## config.mk

```make
export PLATFORM = sky130hd
export DESIGN_NAME = id_hazard_control
export DESIGN_NICKNAME = d
export VERILOG_FILES = /design/src/rtl/processor_pkg.sv /design/src/rtl/id_forward_select.sv /design/src/rtl/id_hazard_control.sv
export SDC_FILE = /design/constraint.sdc
export NUM_CORES = 1
export LEC_CHECK = 0
export BUFFER_PORTS_ARGS = -buffer_cell sky130_fd_sc_hd__buf_2
export CORE_MARGIN = 2
export CORE_UTILIZATION = 53
export DETAILED_ROUTE_END_ITERATION = 8
export GPL_ROUTABILITY_DRIVEN = 0
export GPL_TIMING_DRIVEN = 0
export PLACE_DENSITY = 0.89
export SYNTH_ARGS = -nofsm -noshare
export SYNTH_HDL_FRONTEND = slang
export SYNTH_SLANG_ARGS = --single-unit
```

## constraint.sdc

```tcl
create_clock -name clock -period 2.5 [get_ports clock]
set_input_delay 0.125 -clock clock [delete_from_list [all_inputs] [get_ports clock]]
set_output_delay 0.125 -clock clock [all_outputs]
set_load 0.03 [all_outputs]
```

## src/rtl/processor_pkg.sv

```systemverilog
// Shared decode-stage definitions: forwarding select codes and the hazard slot record
// that tracks an in-flight register write.
package processor_pkg;

    localparam int REG_IDX_W = 3;

    localparam logic [1:0] FWD_BANK   = 2'b00;
    localparam logic [1:0] FWD_EXMEM  = 2'b01;
    localparam logic [1:0] FWD_MEMWB  = 2'b10;
    localparam logic [1:0] FWD_WBHOLD = 2'b11;

    typedef struct packed {
        logic                 valid;
        logic [REG_IDX_W-1:0] dest;
        logic                 writes;
        logic                 is_load;
    } hz_slot_t;

endpackage

```

## src/rtl/id_forward_select.sv

```systemverilog
// Per-operand hazard lookup: picks the youngest in-flight producer of one source register
// and flags a producer that is a load still sitting in EX.
module id_forward_select
    import processor_pkg::*;
(
    input  logic [REG_IDX_W-1:0] idx_i,
    input  logic                 uses_i,
    input  hz_slot_t             slot_ex_i,
    input  hz_slot_t             slot_mem_i,
    input  hz_slot_t             slot_wb_i,
    output logic                 match_ex_load_o,
    output logic [1:0]           fwd_sel_o
);

    function automatic logic slot_hit(input hz_slot_t s, input logic [REG_IDX_W-1:0] idx,
                                      input logic uses);
        return s.valid && s.writes && (s.dest == idx) && uses;
    endfunction

    logic hit_ex, hit_mem, hit_wb;

    assign hit_ex  = slot_hit(slot_ex_i,  idx_i, uses_i);
    assign hit_mem = slot_hit(slot_mem_i, idx_i, uses_i);
    assign hit_wb  = slot_hit(slot_wb_i,  idx_i, uses_i);

    assign match_ex_load_o = hit_ex && slot_ex_i.is_load;

    // Youngest producer wins so the consumer never sees a stale value.
    always_comb begin
        fwd_sel_o = FWD_BANK;
        if (hit_ex)       fwd_sel_o = FWD_EXMEM;
        else if (hit_mem) fwd_sel_o = FWD_MEMWB;
        else if (hit_wb)  fwd_sel_o = FWD_WBHOLD;
    end

endmodule

```

## src/rtl/id_hazard_control.sv

```systemverilog
// ID-stage hazard controller: tracks pending writes in EX/MEM/WB, raises the load-use
// stall, qualifies issue and registers the EX operand forwarding selects.
module id_hazard_control
    import processor_pkg::*;
#(
    parameter int STALL_CNT_W = 16
) (
    input  logic                   clock,
    input  logic                   reset_n,
    input  logic                   id_valid,
    input  logic [REG_IDX_W-1:0]   id_rs,
    input  logic [REG_IDX_W-1:0]   id_rt,
    input  logic                   id_uses_rs,
    input  logic                   id_uses_rt,
    input  logic [REG_IDX_W-1:0]   id_dest,
    input  logic                   id_writes,
    input  logic                   id_is_load,
    input  logic                   flush,
    input  logic                   freeze,
    output logic                   stall,
    output logic                   issue,
    output logic [1:0]             fwd_a,
    output logic [1:0]             fwd_b,
    output logic [STALL_CNT_W-1:0] stall_count
);

    hz_slot_t               ex_q, mem_q, wb_q;
    hz_slot_t               ex_d, mem_d, wb_d;
    logic [1:0]             fwd_a_q, fwd_a_d, fwd_b_q, fwd_b_d;
    logic [STALL_CNT_W-1:0] cnt_q, cnt_d;
    logic                   ld_a, ld_b;
    logic [1:0]             sel_a, sel_b;

    id_forward_select u_sel_rs (
        .idx_i           (id_rs),
        .uses_i          (id_uses_rs),
        .slot_ex_i       (ex_q),
        .slot_mem_i      (mem_q),
        .slot_wb_i       (wb_q),
        .match_ex_load_o (ld_a),
        .fwd_sel_o       (sel_a)
    );

    id_forward_select u_sel_rt (
        .idx_i           (id_rt),
        .uses_i          (id_uses_rt),
        .slot_ex_i       (ex_q),
        .slot_mem_i      (mem_q),
        .slot_wb_i       (wb_q),
        .match_ex_load_o (ld_b),
        .fwd_sel_o       (sel_b)
    );

    // Flush overrides the stall: the instruction is discarded rather than held.
    assign stall = id_valid && !flush && (ld_a || ld_b);
    assign issue = id_valid && !stall && !flush && !freeze;

    always_comb begin
        ex_d    = ex_q;
        mem_d   = mem_q;
        wb_d    = wb_q;
        fwd_a_d = fwd_a_q;
        fwd_b_d = fwd_b_q;
        cnt_d   = cnt_q;
        if (!freeze) begin
            wb_d    = mem_q;
            mem_d   = flush ? '0 : ex_q;
            ex_d    = '0;
            fwd_a_d = FWD_BANK;
            fwd_b_d = FWD_BANK;
            if (issue) begin
                ex_d.valid   = 1'b1;
                ex_d.dest    = id_dest;
                ex_d.writes  = id_writes;
                ex_d.is_load = id_is_load;
                fwd_a_d      = sel_a;
                fwd_b_d      = sel_b;
            end
            if (stall && (cnt_q != {STALL_CNT_W{1'b1}})) cnt_d = cnt_q + 1'b1;
        end
    end

    always_ff @(posedge clock or negedge reset_n) begin
        if (!reset_n) begin
            ex_q    <= '0;
            mem_q   <= '0;
            wb_q    <= '0;
            fwd_a_q <= FWD_BANK;
            fwd_b_q <= FWD_BANK;
            cnt_q   <= '0;
        end else begin
            ex_q    <= ex_d;
            mem_q   <= mem_d;
            wb_q    <= wb_d;
            fwd_a_q <= fwd_a_d;
            fwd_b_q <= fwd_b_d;
            cnt_q   <= cnt_d;
        end
    end

    assign fwd_a       = fwd_a_q;
    assign fwd_b       = fwd_b_q;
    assign stall_count = cnt_q;

endmodule

```

Word-level counts from Yosys, hierarchy flattened
Cells that the tools add are included.

Flip-flop bits (word level): 36. Input port bits: 18. Output and inout bits: 22. Word-level logic and storage cells: 60.

Add/sub/neg operators: 1. Eq/ne operators: 7. Mux-type cells: 10. Bitwise gates (word level): 1. Reductions and logical operators: 28.

Operators with widths (count): logical AND 1 bit (23); equality test 3 bit (6); adder 16 x 1 -> 16 bit (second input constant) (1); two-way mux 2 bit (8); != test 16 bit (second input constant) (1); two-way mux 6 bit (2); zero test 1 bit (3); AND reduction 2 bit (1); logical OR 1 bit (1); inverter 1 bit (1).

Longest topological paths before layout
Gate-level depths: netlist of run 1.

Word-level depth: 11. Gate-level depth with buffers: 6. Depth with buffers taken out: 6.

Modules after synthesis
From an unflattened synthesis of run 1, not the netlist that was laid out.

Cells, all modules: 164. Area total of the unflattened synthesis: 1918.1 sq um.

By module, submodules not included: id_hazard_control (instances 1, cells an instance 126, area an instance 1630.3 sq um); id_forward_select (instances 2, cells an instance 19, area an instance 143.9 sq um).

Least setup slack after synthesis of run 1
Ideal clock, no wire load.

Path type: register -> register. Start point: reg cnt_q[0] (netlist: stall_count[0]). End point: reg cnt_q[1] (netlist: stall_count[1]). Arrival time: 1.965 ns. Setup slack: 0.410 ns. Cell stages (with the launch flop): 6. Path buffers: 0. Period minus slack after synthesis: 2.090 ns. Path through: dfrtp_1 > ha_1 > nand4_1 > or4_1 > o2111ai_2 > mux2_2.

Word-level cells in the longest chain between the ends: 3.

Ends and longest elaborated chain: start: declaration (RTL line id_hazard_control.sv:30) `logic [STALL_CNT_W-1:0] cnt_q, cnt_d;`; start signal: assignment (RTL line id_hazard_control.sv:97) `cnt_q <= cnt_d;`; branches (longest 3 deep; another with adder 16 x 1 -> 16 bit).

Parallel ways; which one is timed is not known. A chain may end at the register's enable or synchronous reset.

Worst setup path in the final report of run 1
Start point: reg ex_q[4] in the netlist's numbering. End point: out issue.

Word-level cells in the longest chain between the ends: 10.

Ends and longest elaborated chain: start: declaration (RTL line id_hazard_control.sv:27) `hz_slot_t ex_q, mem_q, wb_q;`; start signal: assignment (RTL line id_hazard_control.sv:85) `ex_q <= '0;`; start signal: assignment (RTL line id_hazard_control.sv:92) `ex_q <= ex_d;`; equality test 3 bit (RTL line id_forward_select.sv:17) `return s.valid && s.writes && (s.dest == idx) && uses;`; logical AND 1 bit (2 in a row) (RTL line id_forward_select.sv:17); logical AND 1 bit (RTL line id_forward_select.sv:26) `assign match_ex_load_o = hit_ex && slot_ex_i.is_load;`; logical OR 1 bit * (RTL line id_hazard_control.sv:55) `assign stall = id_valid && !flush && (ld_a || ld_b);`; logical AND 1 bit * (RTL line id_hazard_control.sv:55); zero test 1 bit * (RTL line id_hazard_control.sv:56) `assign issue = id_valid && !stall && !flush && !freeze;`; logical AND 1 bit * (3 in a row) (RTL line id_hazard_control.sv:56); end: declaration (RTL line id_hazard_control.sv:21) `output logic issue,`.

Every way passes the cells marked *; elsewhere a longest branch is shown, timed or not.

==> out/qor.txt, run 1 <==
status - completed
clock sinks - 36
LEAKAGE - 1.086 nW
layout cells sized above 1 - 0.2714
largest area contributor in the netlist - dfrtp_1
Tot Pwr - 979.6 uW
Worst R2R Setup Slack - 0.44 ns
HPWL after detailed placement - 2878 um
worst-margin pin slew - 0.7978 ns
Crit Path Category - flop to output port
critical path arrival - 2.12 ns
cell count after placement - 247
area grow syn2layout - 18.24%
Max clock buf depth - 2
die height - 62.45 um
RSZ-0062 raised after global routing - false
Worst Hold Class - primary input to flop
M1 wire length - 1714 um
Worst Hold End - ex_q[0]
via/cell ratio - 5.559
clk slew on worst S/H paths - 0.10 ns
CTS tree - built
vias in the first global route - 1,442
synthesized area - 1810 sq um
I/O pin total - 40
Synth area leaders - dfrtp_1 (50%), xor2_1 (13%), a22o_1 (5.3%), mux2_2 (3.7%), nand2_1 (2.9%)
pin count of the biggest net entering global routing - 37
Core Region - 3311 sq um
R2R depth - 5
syn nets - 181
worst endpoint required time - 2.38 ns
Synth warnings - 0
first-pass GRT wire length - 6789 um
Post-synth EDFFs - 0
GR Overflow Total - 0
Clk Latency, worst-skew pair - 0.34 ns
Setup-failing EPs final - 0
DR pass1 iterations - 4
Clock Skew - 0.01076 ns
reg2reg end - stall_count[14]
average wire per standard cell - 15.13 um
DRC Markers - 0
flops & latches, synth - 36
Filler cells - 307
fmax - 0.4449 GHz
fin crit share - 0.8991
Slew HR - 0.4681
most frequent cell after synthesis - dfrtp_1
Max Cap Viol - 0
most frequent cells after synthesis - dfrtp_1 (36), xor2_1 (27), nand2_1 (14), a22o_1 (11), nor2_1 (11)
initial core utilization - 0.5469
initial antenna violation count - 0
Synth Instances - 162
Worst setup SP type - flop
hold buffers post-CTS - 4
Avg Cell Area, Syn - 11.18 sq um
row count - 21
sequential area share after synthesis - 0.4976
min-delay src - id_is_load
Iter 0 DRT Violations - 67
Core Util, Final - 0.6466
asr flop ratio synth - 1.000
die width - 62.45 um
P per Cell Area - 457.6 nW/um^2
Post-CTS Setup Bufs - 0
die area - 3899 sq um
Root Driver - clkbuf_4
WL met2 - 1876 um
pins over their slew limit - 0
CP Max Fanout - 7
setup_tns - 0 ns
Yosys top cell area share - 0.4976
Distinct cells, synth - 31
minimum clock period - 2.248 ns
met3 wire length - 197 um
IO buf count - 39
Post-Route WL - 3872 um
Hold WS - 0.01948 ns
maximum vdd ir drop - 346.1 uV
worst r2r src - ex_q[4]
top_reg_cell synth - dfrtp_1
Nets - 231
uppermost layer routed - met4
fin cells - 256
vias - 1,423
Routed Antenna Nets - 0
Ant. Diodes - 0
Resize count post-CTS - 0
Setup crit end kind - output port
H-tree levels - 2
CTS buffer count - 5
hold path depth - 2
gr usage total - 0.2205
Hold Violations, Final - 0
## metrics by stage
step	instance area, sq um	setup WS, ns
2_1_floorplan	1810	0.4099
3_3_place_gp	2063	0.4653
3_5_place_dp	2063	0.4139
4_1_cts	2141	0.2228
5_1_grt	2141	0.08273
6_report	2141	0.2522
## logic make-up after synthesis
| logic type | synth area share |
|---|---|
| AOI/OAI and AO/OA | 0.09951 |
| xor gates and xnor gates | 0.1500 |
| adders and majority gates | 0.006910 |
| buffers and inverters | 0.01036 |
| DFF | 0.4976 |
| muxes | 0.04975 |
| and+or+nand+nor | 0.1859 |
## per-layer routing
metal / track usage / vias to the layer above
met1: 0.2811 / 688
li1: - / 684
met5: 0 / -
met2: 0.3589 / 42
met4: 0.08889 / 0
met3: 0.05766 / 9
## critical path, cell delays in order, from the launching register on
cell and delay, ns:
dfrtp_1 0.44, xor2_1 0.19, nor4_4 0.45, o21ai_2 0.16, nand2_1 0.22, inv_2 0.12, buf_2 0.20
## placed cells by master, fill, tap and decap left out, drive strengths merged, types with 4 or more instances in the layout
cell and count:
o21ai 4, nand2 14, nor2 11, nand3 8, xnor2 4, mux2 8, nor4 7, dlygate4sd3 4
xor2 27, a22o 11, nand4 5, buf 40, clkbuf 6, dfrtp 36, nor3 4
## registers in the layout, summed over array words and instances (netlist names)
name,cells
ex_q,6
fwd_a,2
fwd_b,2
mem_q,5
stall_count,16
wb_q,5
## worst max-delay path by stage
| stage | startpoint | to | slack (ns) | depth (start not counted) |
|---|---|---|---|---|
| after floorplan | stall_count[0] | stall_count[1] | 0.41 | 5 |
| after global placement | ex_q[4] | stall_count[14] | 0.47 | 5 |
| after detailed placement | ex_q[4] | stall_count[14] | 0.41 | 5 |
| after CTS | ex_q[4] | issue | 0.22 | 6 |
| after global routing | ex_q[4] | issue | 0.08 | 6 |
| final | ex_q[4] | issue | 0.25 | 6 |
## power breakdown
group,switching [mW],total [mW],leakage [nW],internal [mW]
Sequential,0.0176,0.614,0.492,0.596
Clock,0.176,0.270,0.0230,0.0940
Combinational,0.0550,0.0960,0.572,0.0410
Total,0.248,0.980,1.09,0.731
## cell type report
type,count,area (sq um),area share
Multi-Input combinational cell,121,890.9,0.4161
Tap cell,46,57.56,0.02688
Timing Repair Buffer,43,235.2,0.1099
Sequential cell,36,900.9,0.4208
Clock buffer,5,37.54,0.01753
Buffer,2,7.507,0.003507
Inverter,3,11.26,0.005260
No activity file was read; power rests on OpenSTA's default activity.
==> run 2, diff against run 1 <==
--- a/config.mk
+++ b/config.mk
@@ -7,11 +7,11 @@
 export LEC_CHECK = 0
 export BUFFER_PORTS_ARGS = -buffer_cell sky130_fd_sc_hd__buf_2
 export CORE_MARGIN = 2
-export CORE_UTILIZATION = 53
+export CORE_UTILIZATION = 48
 export DETAILED_ROUTE_END_ITERATION = 8
 export GPL_ROUTABILITY_DRIVEN = 0
 export GPL_TIMING_DRIVEN = 0
-export PLACE_DENSITY = 0.89
+export PLACE_DENSITY = 0.86
 export SYNTH_ARGS = -nofsm -noshare
 export SYNTH_HDL_FRONTEND = slang
 export SYNTH_SLANG_ARGS = --single-unit
==> constraint.sdc (replaced) <==
create_clock -name clock -period 1.85 [get_ports clock]
set_input_delay 0.0925 -clock clock [delete_from_list [all_inputs] [get_ports clock]]
set_output_delay 0.0925 -clock clock [all_outputs]
set_load 0.03 [all_outputs]
==> run 2 against run 1 <==
Net effect: the run now ends with setup timing left; register-to-register slack lost 0.53 ns; first-iteration DRC count grew 27%; worst hold slack lost 0.013 ns; critical path depth grew 1; global-route usage shrank 0.34 points; clock skew shrank 0.0032 ns; sequential cell count is the same; sequential share of layout area shrank 5.3 points; non-clock buffer count grew 11; sequential power grew 36%; count of clock-buffer cells in the layout grew 1; cell area grew 15%; critical endpoint unchanged.
==> out/qor.txt, run 2 (same netlist as run 1, synthesis figures left out) <==
fmax - 0.5116 GHz
P per Cell Area - 626.4 nW/um^2
area grow syn2layout - 36.49%
Setup WS post-layout - -0.1047 ns
vias in the first global route - 1,530
maximum vdd ir drop - 462.4 uV
IO buf count - 39
clock sinks - 36
clk slew on worst S/H paths - 0.07 ns
fin crit share - 1.057
vias - 1,526
Core Util, Final - 0.6801
Max Cap Viol - 0
Clk Latency, worst-skew pair - 0.29 ns
DP Area - 2090 sq um
Root Driver - clkbuf_8
Routed Antenna Nets - 0
minimum clock period - 1.955 ns
initial core utilization - 0.4983
CTS tree - built
CP top delay family - buffers and inverters
Max clock buf depth - 2
GR Overflow Total - 0
slowest cell delay on critical path - 0.46 ns
initial antenna violation count - 0
cell count after placement - 249
I/O pin total - 40
H-tree levels - 2
gr usage total - 0.2171
critical path arrival - 1.86 ns
average wire per standard cell - 16.11 um
row count - 22
pin count of the biggest net entering global routing - 37
Setup crit end kind - output port
CP Max Fanout - 7
worst-margin pin slew - 0.7843 ns
layout cells sized above 1 - 0.4554
LEAKAGE - 1.216 nW
Crit path buffers/inverters - 3
Iter 0 DRT Violations - 85
pins over their slew limit - 0
Setup-failing EPs final - 11
most common cell after layout, fill and taps aside - buf_2
design area - 2471 sq um
Cell Chain, Critical Path - xor2_1 > nor4_4 > buf_4 > o21ai_4 > nand2_2 > inv_2 > buf_2
Clock Skew - 0.007526 ns
Ant. Diodes - 0
Hold Violations, Final - 0
setup_tns - -0.6289 ns
HPWL after detailed placement - 2757 um
Core Region - 3633 sq um
dpl ws - -0.2698 ns
CP max-delay cell - dfrtp_2
most frequent cells in the layout - buf_2 (38), dfrtp_1 (30), xor2_1 (22), nand2_1 (13)
RSZ-0062 raised after global routing - true
CTS buffer count - 5
Post-Route WL - 4381 um
die width - 65.42 um
worst endpoint required time - 1.76 ns
DR pass1 iterations - 4
Worst setup SP type - flop
Hold WS - 0.006167 ns
first-pass GRT wire length - 6982 um
Worst Hold Class - primary input to flop
Crit Path Category - flop to output port
failing checks - setup timing
via/cell ratio - 5.610
Tot Pwr - 1.548 mW
fin cells - 272
DRC Markers - 0
die area - 4279 sq um
Slew HR - 0.4771
Largest register FFs - 16
Nets - 242
status - finished with violations
die height - 65.42 um
[run 2: cell count changes in the layout (fill, tap and decap cells not counted), sizes merged]
cell	before	now
clkbuf	6	7
dlygate4sd3	4	1
buf	40	54
clkinv	0	2
[run 2: worst register-to-register path, stage by stage (launching register included)]
cell and delay, ns:
dfrtp_2 0.46, xor2_2 0.20, nor4_4 0.39, o21ai_4 0.13
buf_6 0.15, nor4_4 0.17, mux2_4 0.33
[run 2: final cells by class]
type                       count  area [sq um]
buffer                         2         7.507
sequential                    36         908.4
clock buffer                   6         82.58
fill                         288          1162
inverter                       3         11.26
timing repair buffer          54         327.8
tap                           48         60.06
clock inverter                 2         10.01
multi-input combinational    121          1064
[run 2: worst paths after layout]
kind / from / end / slack [ns] / depth (start not counted)
min reg2reg: fwd_b[0] / fwd_b[0] / 0.49 / 2
max: ex_q[4] / issue / -0.10 / 7
max in group asynchronous: reset_n / stall_count[1] / 0.89 / 2
min: id_dest[1] / ex_q[3] / 0.006 / 2
max reg2reg: ex_q[4] / stall_count[14] / -0.09 / 6
min in group asynchronous: reset_n / wb_q[5] / 0.41 / 2
[run 2: report_power, final]
group          internal [mW]  switching [mW]
registers              0.807          0.0259
clock network          0.297           0.280
logic                 0.0587          0.0797
[run 2: what timing repair did]
action	in CTS	in global routing
buffers inserted	9	5
hold endpoints to repair	36	0
hold buffers	1	0
pin swaps	7	11
setup endpoints to repair	17	17
resized for setup	16	20
[run 2: routing by layer]
layer,wire length (um),global-route usage,part of all wire,vias to the layer above
met4,70,0.08073,0.016,0
met3,197,0.05993,0.045,8
met1,1787,0.2624,0.41,777
met2,2325,0.3699,0.53,43
met5,0,0,0,-
li1,-,-,-,698
==> run 3, diff against run 2 <==
--- a/config.mk
+++ b/config.mk
@@ -7,11 +7,11 @@
 export LEC_CHECK = 0
 export BUFFER_PORTS_ARGS = -buffer_cell sky130_fd_sc_hd__buf_2
 export CORE_MARGIN = 2
-export CORE_UTILIZATION = 48
+export CORE_UTILIZATION = 53
 export DETAILED_ROUTE_END_ITERATION = 8
 export GPL_ROUTABILITY_DRIVEN = 0
 export GPL_TIMING_DRIVEN = 0
-export PLACE_DENSITY = 0.86
+export PLACE_DENSITY = 0.89
 export SYNTH_ARGS = -nofsm -noshare
 export SYNTH_HDL_FRONTEND = slang
 export SYNTH_SLANG_ARGS = --single-unit
==> constraint.sdc (replaced) <==
create_clock -name clock -period 1.8 [get_ports clock]
set_input_delay 0.09 -clock clock [delete_from_list [all_inputs] [get_ports clock]]
set_output_delay 0.09 -clock clock [all_outputs]
set_load 0.03 [all_outputs]
==> run 3 against run 2 <==
Net effect: the run still ends with setup timing left; combinational power grew 19%; critical path depth is the same; cell count is 0.37% higher; critical endpoint is now stall_count[12]; highest routed layer unchanged; clock power shrank 2%; critical path type is now flop to flop; wire length increased by 4.8%; count of clock-buffer cells in the layout stayed put; non-clock buffer count grew 3.
==> out/qor.txt, run 3 (same netlist as run 1, synthesis figures left out) <==
DR pass1 iterations - 4
Root Driver - clkbuf_4
Core Region - 3311 sq um
fmax - 0.4970 GHz
die area - 3899 sq um
slowest cell delay on critical path - 0.47 ns
worst endpoint required time - 2.04 ns
CTS tree - built
Worst R2R Setup Slack - -0.21 ns
worst r2r src - ex_q[4]
reg2reg end - stall_count[12]
via/cell ratio - 5.601
DRC Markers - 0
DP Area - 2102 sq um
fin cells - 273
Iter 0 DRT Violations - 150
CP Launch Point - ex_q[4]
combinational share of power - 0.103
switching power - 393.5 uW
first-pass GRT wire length - 7548 um
Worst setup SP type - flop
cell count after placement - 247
area grow syn2layout - 36.49%
P_int - 1.192 mW
sequential power share - 0.539
die width - 62.45 um
Clk Latency, worst-skew pair - 0.35 ns
H-tree levels - 2
Max clock buf depth - 2
LEAKAGE - 1.194 nW
failing checks - setup timing
most frequent cells in the layout - buf_2 (37), dfrtp_1 (28), xor2_1 (22), nand2_1 (12), buf_4 (12)
most common cell after layout, fill and taps aside - buf_2
I/O pin total - 40
row count - 21
Crit path buffers/inverters - 2
P per Cell Area - 641.7 nW/um^2
maximum vdd ir drop - 855.2 uV
IO buf count - 39
pins over their slew limit - 0
Routed Antenna Nets - 0
clk slew on worst S/H paths - 0.11 ns
vias in the first global route - 1,646
gr usage total - 0.2521
met3 GRT Util - 0.07207
status - finished with violations
Post-Route WL - 4592 um
CTS buffer count - 5
Critical Path Sink - stall_count[12]
HPWL after detailed placement - 2977 um
Worst Hold Class - primary input to flop
Cell Chain, Critical Path - buf_4 > xor2_2 > nor4_4 > o21ai_2 > buf_4 > nor4_4 > mux2_4
CP top delay family - flip-flops
grt met2 use - 0.4288
minimum clock period - 2.012 ns
Nets - 245
layout cells sized above 1 - 0.4493
Setup-failing EPs final - 23
average wire per standard cell - 16.82 um
Largest register FFs - 16
initial antenna violation count - 0
Worst path depth - 7
die height - 62.45 um
dpl ws - -0.3125 ns
fin crit share - 1.118
clock network power share - 0.358
vias - 1,529
CP Max Fanout - 4
CP max-delay cell - dfrtp_2
Crit Path Category - flop to flop
Max Cap Viol - 0
pin count of the biggest net entering global routing - 37
GR Overflow Total - 0
R2R depth - 7
design area - 2471 sq um
Hold Violations, Final - 0
Setup WS post-layout - -0.2122 ns
RSZ-0062 raised after global routing - true
Slew HR - 0.4883
Net Sw Frac - 0.2481
initial core utilization - 0.5469
Clock Skew - 0.01023 ns
GR Layer Usage met1 - 0.2924
clock sinks - 36
Most Crowded Layer GR - met2
critical path arrival - 2.25 ns
Ant. Diodes - 0
Setup crit end kind - flop
worst-margin pin slew - 0.7676 ns
-- run 3: cell types whose count changed in the layout (fill, tap and decap cells not counted), sizes merged --
cell         delta
buf             -2
bufinv          +1
dlygate4sd3     +5
inv             -1
-- run 3: metal layers --
layer	vias up	wire length [um]	share of wire
li1	709	-	-
met1	746	1816	0.40
met2	58	2345	0.51
met3	16	243	0.053
met4	0	186	0.041
met5	-	0	0
-- run 3: how the worst min path moves through the flow --
stage	from	endpoint	slack [ns]	cells past startpoint
detailed placement	reset_n	ex_q[2]	0.21	1
CTS	id_uses_rs	fwd_a[1]	0.18	5
global route	flush	mem_q[2]	0.21	3
global placement	reset_n	ex_q[2]	0.21	1
floorplan	reset_n	ex_q[0]	-0.21	0
finish	flush	mem_q[3]	0.20	3
-- run 3: power by group through the flow --
stage	Combinational (mW)	Sequential, mW	Clock (mW)
CTS	0.151	0.856	0.580
finish	0.164	0.855	0.567
floorplan	0.0703	0.863	0
global placement	0.125	0.867	0
global route	0.178	0.859	0.617
detailed placement	0.131	0.869	0
-- run 3: layout make-up --
cell class                 instances  area [sq um]
buffer                             2         7.507
sequential                        36         910.9
tap                               46         57.56
inverter                           3         16.27
fill                             244         839.6
clock buffer                       6         41.29
timing repair buffer              57         357.8
multi-input combinational        121          1045
clock inverter                     2         35.03
-- run 3: worst min-delay path: cells and delay by family --
kind                   cells  cell delay [ns]
AO/OA/AOI/OAI              1             0.19
buffers and inverters      1             0.12
AND/OR/NAND/NOR            1             0.11
-- run 3: per-stage QoR --
| stage | setup TNS (ns) | hold WS [ns] | total power, mW | util |
|---|---|---|---|---|
| global placement | -1.574 | 0.2052 | 0.9926 | 0.6349 |
| global route | -3.712 | 0.2121 | 1.654 | 0.7464 |
| CTS | -1.694 | 0.1765 | 1.587 | 0.7181 |
| detailed placement | -2.504 | 0.2111 | 0.9998 | 0.6349 |
| floorplan | -0.2576 | -0.2056 | 0.9330 | - |
| finish | -2.305 | 0.1992 | 1.586 | 0.7464 |
-- run 3: repair_timing --
item,4_1_cts,5_1_grt
setup buffers,6,7
pin swaps,5,15
hold buffers,6,0
setup endpoints to repair,22,18
hold endpoints to repair,41,0
gates resized for setup,20,13
